[src/rtl/handshake_sync_rx.sv]
// Receive side of a two-phase toggle handshake: synchronizes src_req, captures src_data, presents it as a valid/ready word.
// Latency: m_tvalid rises SYNC_STAGES+1+SETTLE_CYCLES edges after src_req first samples a toggle.
// Backpressure: word and src_ack hold while m_tready is low; define HANDSHAKE_SYNC_RX_STATUS_EN for xfer_count/busy.
module handshake_sync_rx #(
    parameter int DW            = 8,
    parameter int SYNC_STAGES   = 2,
    parameter int SETTLE_CYCLES = 0
) (
    input  logic          clk,
    input  logic          rst,
    input  logic          src_req,
    input  logic [DW-1:0] src_data,
    output logic          src_ack,
    output logic [DW-1:0] m_tdata,
    output logic          m_tvalid,
    input  logic          m_tready
`ifdef HANDSHAKE_SYNC_RX_STATUS_EN
    ,
    output logic [15:0]   xfer_count,
    output logic          busy
`endif
);

    localparam logic [7:0] SETTLE_LOAD = (SETTLE_CYCLES > 0) ? 8'(SETTLE_CYCLES - 1) : 8'd0;

    typedef enum logic [1:0] {
        IDLE,
        SETTLE,
        VALID
    } state_t;

    (* ASYNC_REG = "TRUE" *) logic [SYNC_STAGES-1:0] sync_q;

    state_t     state;
    logic [7:0] settle_cnt;
    logic       req_s;
    logic       pending;

    always_ff @(posedge clk) begin
        if (rst) begin
            sync_q <= '0;
        end else begin
            sync_q <= {sync_q[SYNC_STAGES-2:0], src_req};
        end
    end

    assign req_s   = sync_q[SYNC_STAGES-1];
    // A new word is waiting whenever the synchronized request disagrees with the ack we last returned.
    assign pending = req_s ^ src_ack;

    always_ff @(posedge clk) begin
        if (rst) begin
            state      <= IDLE;
            settle_cnt <= 8'd0;
            src_ack    <= 1'b0;
            m_tvalid   <= 1'b0;
            m_tdata    <= '0;
        end else begin
            case (state)
                IDLE: begin
                    if (pending) begin
                        if (SETTLE_CYCLES == 0) begin
                            m_tdata  <= src_data;
                            m_tvalid <= 1'b1;
                            state    <= VALID;
                        end else begin
                            settle_cnt <= SETTLE_LOAD;
                            state      <= SETTLE;
                        end
                    end
                end
                SETTLE: begin
                    if (settle_cnt == 8'd0) begin
                        m_tdata  <= src_data;
                        m_tvalid <= 1'b1;
                        state    <= VALID;
                    end else begin
                        settle_cnt <= settle_cnt - 8'd1;
                    end
                end
                VALID: begin
                    // Ack only on acceptance so the source keeps src_data held until the word is consumed.
                    if (m_tvalid && m_tready) begin
                        m_tvalid <= 1'b0;
                        src_ack  <= ~src_ack;
                        state    <= IDLE;
                    end
                end
                default: begin
                    state    <= IDLE;
                    m_tvalid <= 1'b0;
                end
            endcase
        end
    end

`ifdef HANDSHAKE_SYNC_RX_STATUS_EN
    always_ff @(posedge clk) begin
        if (rst) begin
            xfer_count <= 16'd0;
        end else if (m_tvalid && m_tready) begin
            xfer_count <= xfer_count + 16'd1;
        end
    end

    assign busy = (state != IDLE);
`endif

endmodule

[config.mk]
export PLATFORM = sky130hd
export DESIGN_NAME = handshake_sync_rx
export DESIGN_NICKNAME = d
export VERILOG_FILES = /design/src/rtl/handshake_sync_rx.sv
export SDC_FILE = /design/constraint.sdc
export NUM_CORES = 1
export LEC_CHECK = 0
export ABC_AREA = 1
export CORE_MARGIN = 2
export CORE_UTILIZATION = 37
export DETAILED_ROUTE_END_ITERATION = 8
export PLACE_DENSITY_LB_ADDON = 0.08
export SKIP_CTS_REPAIR_TIMING = 1
export SLEW_MARGIN = 20
export SYNTH_ARGS = -nofsm -noshare
export SYNTH_HDL_FRONTEND = slang
export SYNTH_SLANG_ARGS = --single-unit
[constraint.sdc]
create_clock -name clk -period 0.8 [get_ports clk]
set_clock_uncertainty 0.05 [all_clocks]
set_input_delay 0.16 -clock clk [delete_from_list [all_inputs] [get_ports clk]]
set_output_delay 0.16 -clock clk [all_outputs]
set_load 0.005 [all_outputs]
==> After elaboration in Yosys (flattened, before gate mapping) <==
Index checks and enable logic that the tools add are counted.
{ "word_totals": {"out_inout_bits": 10, "ff_bits": 22, "elab_cells": 34, "input_bits": 12} }
{ "op_classes": {"bitwise_logic": 3, "n_addsub": 1, "muxes": 11, "n_eq_ne": 5, "n_reduce_logical": 8} }
{ "ops": {"columns": ["operator", "n"], "rows": [
  ["$mux 8", 2],
  ["$pmux 8 s2", 1],
  ["$logic_not 8->1", 1],
  ["$sub 8x1->8 const B", 1],
  ["$mux 2", 3],
  ["$ne 2x2->1 const B", 3],
  ["$pmux 2 s3", 1],
  ["$reduce_and 3->1", 2],
  ["$reduce_and 2->1", 2],
  ["$mux 1", 3],
  ["$pmux 1 s3", 1],
  ["$eq 2x1->1 const B", 1],
  ["$eq 2x2->1 const B", 1],
  ["$logic_not 2->1", 1],
  ["$not 1->1", 2],
  ["$reduce_bool 2->1", 1],
  ["$logic_and 1x1->1", 1],
  ["$xor 1x1->1", 1]
]} }

==> Depth between registers and ports, before layout <==
{ "depth": {"depth_word": 3, "mapped_depth": 6, "ltp_nobuf": 6} }

==> Worst setup path after synthesis <==
Ideal clock, no wire load.
{ "synth_path": {"path_type": "flip-flop to flip-flop", "from": "register src_ack", "to": "register m_tdata[0]", "required_time_ns": 0.640, "synth_period_minus_slack_ns": 0.930, "n_path_buf": 0, "path_stages_with_launch": 6, "arrival_ns": 0.771, "setup_time_ns": 0.110, "slack_ns": -0.130, "cell_sequence": "dfxtp_1 -> nand2_2 -> nand3_4 -> nand2_1 -> inv_1 -> nor2_1"} }
{ "synth_via": {"elab_chain_cells": 3} }
{ "synth_rtl": {"columns": ["element", "line_no", "text"], "rows": [
  ["start, declared", "13", "output logic src_ack,"],
  ["start signal, assigned", "85", "src_ack <= ~src_ack;"],
  ["$xor 1x1->1", "49", "assign pending = req_s ^ src_ack;"],
  ["$ne 2x2->1 (no line)", null, null],
  ["$reduce_and 3->1 (no line)", null, null],
  ["end signal, assigned", "63", "m_tdata <= src_data;"],
  ["end signal, assigned", "74", "m_tdata <= src_data;"],
  ["end, declared", "14", "output logic [DW-1:0] m_tdata,"]
]} }
Every way passes these cells.
A chain may end at the register's enable or synchronous reset.

==> Final worst setup path <==
{ "layout_path": {"from": "register src_ack", "to": "register m_tdata[7]"} }
Same word-level chain as after synthesis.

==> impl_results.md <==
- Status: finished with violations
- Failing checks: negative setup slack
- Mean area per synthesized cell: about 6.7 um^2
- Primary FF master, synth: dfxtp_1
- Crit path max fanout: 10
- Worst-path cell chain: buf_8, nand2_8, nand3_4, nand2_1, inv_1, nor2_1
- Placed Area: 835 um^2
- Post-synth EDFFs: 0
- Worst path slowest cell: dfxtp_4
- Slew Viols, Final: 0
- Row cnt: 14
- CTS max path bufs: 2
- Leak pwr: 0.504 nW
- Die Y: approximately 43 um
- Worst reg-to-reg setup slack: -0.23 ns
- Layout Utilization: 60.3%
- Design area: approximately 900 um^2
- CP max stage delay: about 0.35 ns
- R2R cell count: 6
- Worst IR Drop VDD: between 0.9 and 1 mV
- Max Clock Freq: 976 MHz
- Critical path depth: 6
- Hold Path Class: input port to flop
- Vias: roughly 560
- Routed WL: approximately 1200 um
- # setup viols final: 20
- CTS tree: yes
- Asr flop ratio synth: 0%
- CTS root buffer: clkbuf_4
- Hold depth: 3
- GPL Wtd Cong: 0.674
- Endpoint type of the worst setup path: flop
- Worst setup margin: -0.225 ns
- Clk pin slew, worst setup/hold paths: about 0.080 ns
- Filler cells: roughly 150
- H-Tree Depth: 1
- Proportion of layout cells with a drive suffix above 1: between 30 and 40%
- CTS sink cnt: 12
- Total power: 1.54 mW
- Drt initial violations: 2
- Ports: 22
- Tcrit/Tclk final: 128%
- Area of the multi-input gates: 254 um^2
- First-pass GRT wire length: between 1500 and 2000 um
- CP bufs+invs: 2
- Final nets: about 130
- DRT antenna net count: 0
- Vias in the first global route: between 400 and 500
- Worst-Margin Slew: roughly 0.17 ns
- Hpwl dp: 826 um
- Worst endpoint required time: 0.95 ns
- PD cells: between 1500 and 2000 nW/um^2
- Reg-to-reg critical path endpoint: m_tdata[7]$_SDFFE_PP0P_
- Port Buf Inserts: 21
- Hold Startpoint: src_req
- Via/cell ratio: roughly 4.3
- Sequential area share after synthesis: 41.7%
- #FFs+latches synth: 12
- Initial Util: 38.7%
- Final hold vios: 0
- Synth Net Count: 98
- Core area: ~1500 um^2
- Final critical-path required period: between 1 and 1.5 ns
- Netlist cell types: 13
- Top delay family on crit path: simple AND/OR/NAND/NOR gates
- Seq. cell area: 255 um^2
- Synthesis Warnings: 0
- WP data arrival: between 1 and 1.5 ns
- Number of diodes: 0
- CP Class: flop to flop
- Die X: about 43 um
- Largest net degree at the start of global routing: 11
- RSZ-0062 raised after global routing: yes
- Drt first pass iters: 4
- Slew headroom: between 80 and 90%
- CTS buffer count: 3
- # DRC: 0
- Area of the mapped netlist: between 500 and 600 um^2
- Startpoint Class: flop
- Area added between synthesis and finish: 55.9%
- Die area: around 1900 um^2
- Clk_lat worst skew: ~0.26 ns
- Critical R2R Launch: src_ack$_SDFFE_PP0P_
- Remaining global-route overflow: 0
- Initial antenna violation count: 0
- Overall Global Routing Usage: a little over an eighth
- Post-Synthesis Cells: 86
- Hold Path End: sync_q[0]$_SDFF_PP0_
- WL/cell: approximately 9.4 um
- Dpl ws: -0.290 ns
- Max cap viols: 0
## cells in the mapped netlist, types with 3 or more instances
library cell / count / area (um^2)
inv_1: 27 / 101
nand2_1: 19 / 71.3
dfxtp_1: 12 / 240
nor2_1: 10 / 37.5
nand4_1: 8 / 50.1
inv_2: 3 / 11.3
## stage by stage
step	TNS, ns	hold slack [ns]	std cells
after global placement	-4.89	0.341	125
after global routing	-3.99	0.362	131
after detailed placement	-5.02	0.341	125
after CTS	-7.21	0.344	129
after floorplan	-0.631	0.174	86
final	-3.16	0.351	131
## flip-flops by register name, summed over array words and instances (netlist names)
register	flops
m_tvalid	1
src_ack	1
sync_q	2
m_tdata	8
## cell usage in the layout (no fill, tap or decap)
cell type	n
dfxtp_4	1
nand2_4	1
inv_2	4
clkbuf_2	8
nand2_2	3
nor2_1	10
nand3_4	1
clkbuf_8	1
dfxtp_2	9
nand2_1	16
inv_4	1
clkdlybuf4s50_1	11
clkbuf_4	3
dfxtp_1	2
a21oi_1	1
nand4_1	8
nand2_8	2
o21ai_2	1
inv_8	1
dlymetal6s2s_1	2
buf_8	1
inv_1	25
nand3_1	1
buf_4	2
## worst reg2reg max path, stage by stage (launching register included)
cell     delay, ns
dfxtp_4       0.35
buf_8         0.13
nand2_8       0.09
nand3_4       0.14
nand2_1       0.09
inv_1         0.03
nor2_1        0.08
## logic make-up (layout without fill, tap and decap cells)
| kind of cell | Yosys count | count (layout) | synth area share, % |
|---|---|---|---|
| AOI/OAI and AO/OA | 2 | 2 | 1.74 |
| buffers and inverters | 31 | 59 | 20.4 |
| DFF | 12 | 12 | 41.7 |
| and+or+nand+nor | 41 | 42 | 36.1 |
## worst max path at each step
stage	slack [ns]	end	startpoint
after global routing	-0.27	m_tdata[1]$_SDFFE_PP0P_	sync_q[1]$_SDFF_PP0_
after CTS	-0.57	src_ack	src_ack$_SDFFE_PP0P_
after global placement	-0.28	src_ack$_SDFFE_PP0P_	rst
after detailed placement	-0.29	src_ack$_SDFFE_PP0P_	rst
after floorplan	-0.07	m_tdata[0]$_SDFFE_PP0P_	src_ack$_SDFFE_PP0P_
final	-0.23	m_tdata[7]$_SDFFE_PP0P_	src_ack$_SDFFE_PP0P_
## routing by layer
| metal | track usage (%) | vias up | share of wire [%] |
|---|---|---|---|
| met2 | 21.8 | 16 | 49 |
| met4 | 9.09 | 0 | 0.65 |
| li1 | - | 310 | - |
| met1 | 15.5 | 236 | 44 |
| met5 | 0 | - | 0 |
| met3 | 3.33 | 2 | 6.8 |
## where the power goes
group	internal, mW	total [mW]	switching (mW)	leakage [nW]
combinational	0.183	0.375	0.192	0.380
sequential	0.657	0.685	0.0274	0.103
clock	0.276	0.480	0.204	0.0210
total	1.12	1.54	0.423	0.504
## area by class of cell
class	instances	share of cell area, %
sequential	12	28.5
multi-input combinational	44	28.3
timing repair buffer	24	22.9
inverter	31	14.1
clock buffer	4	4.04
tap	16	2.23
Power figures use the tool's default switching activity.
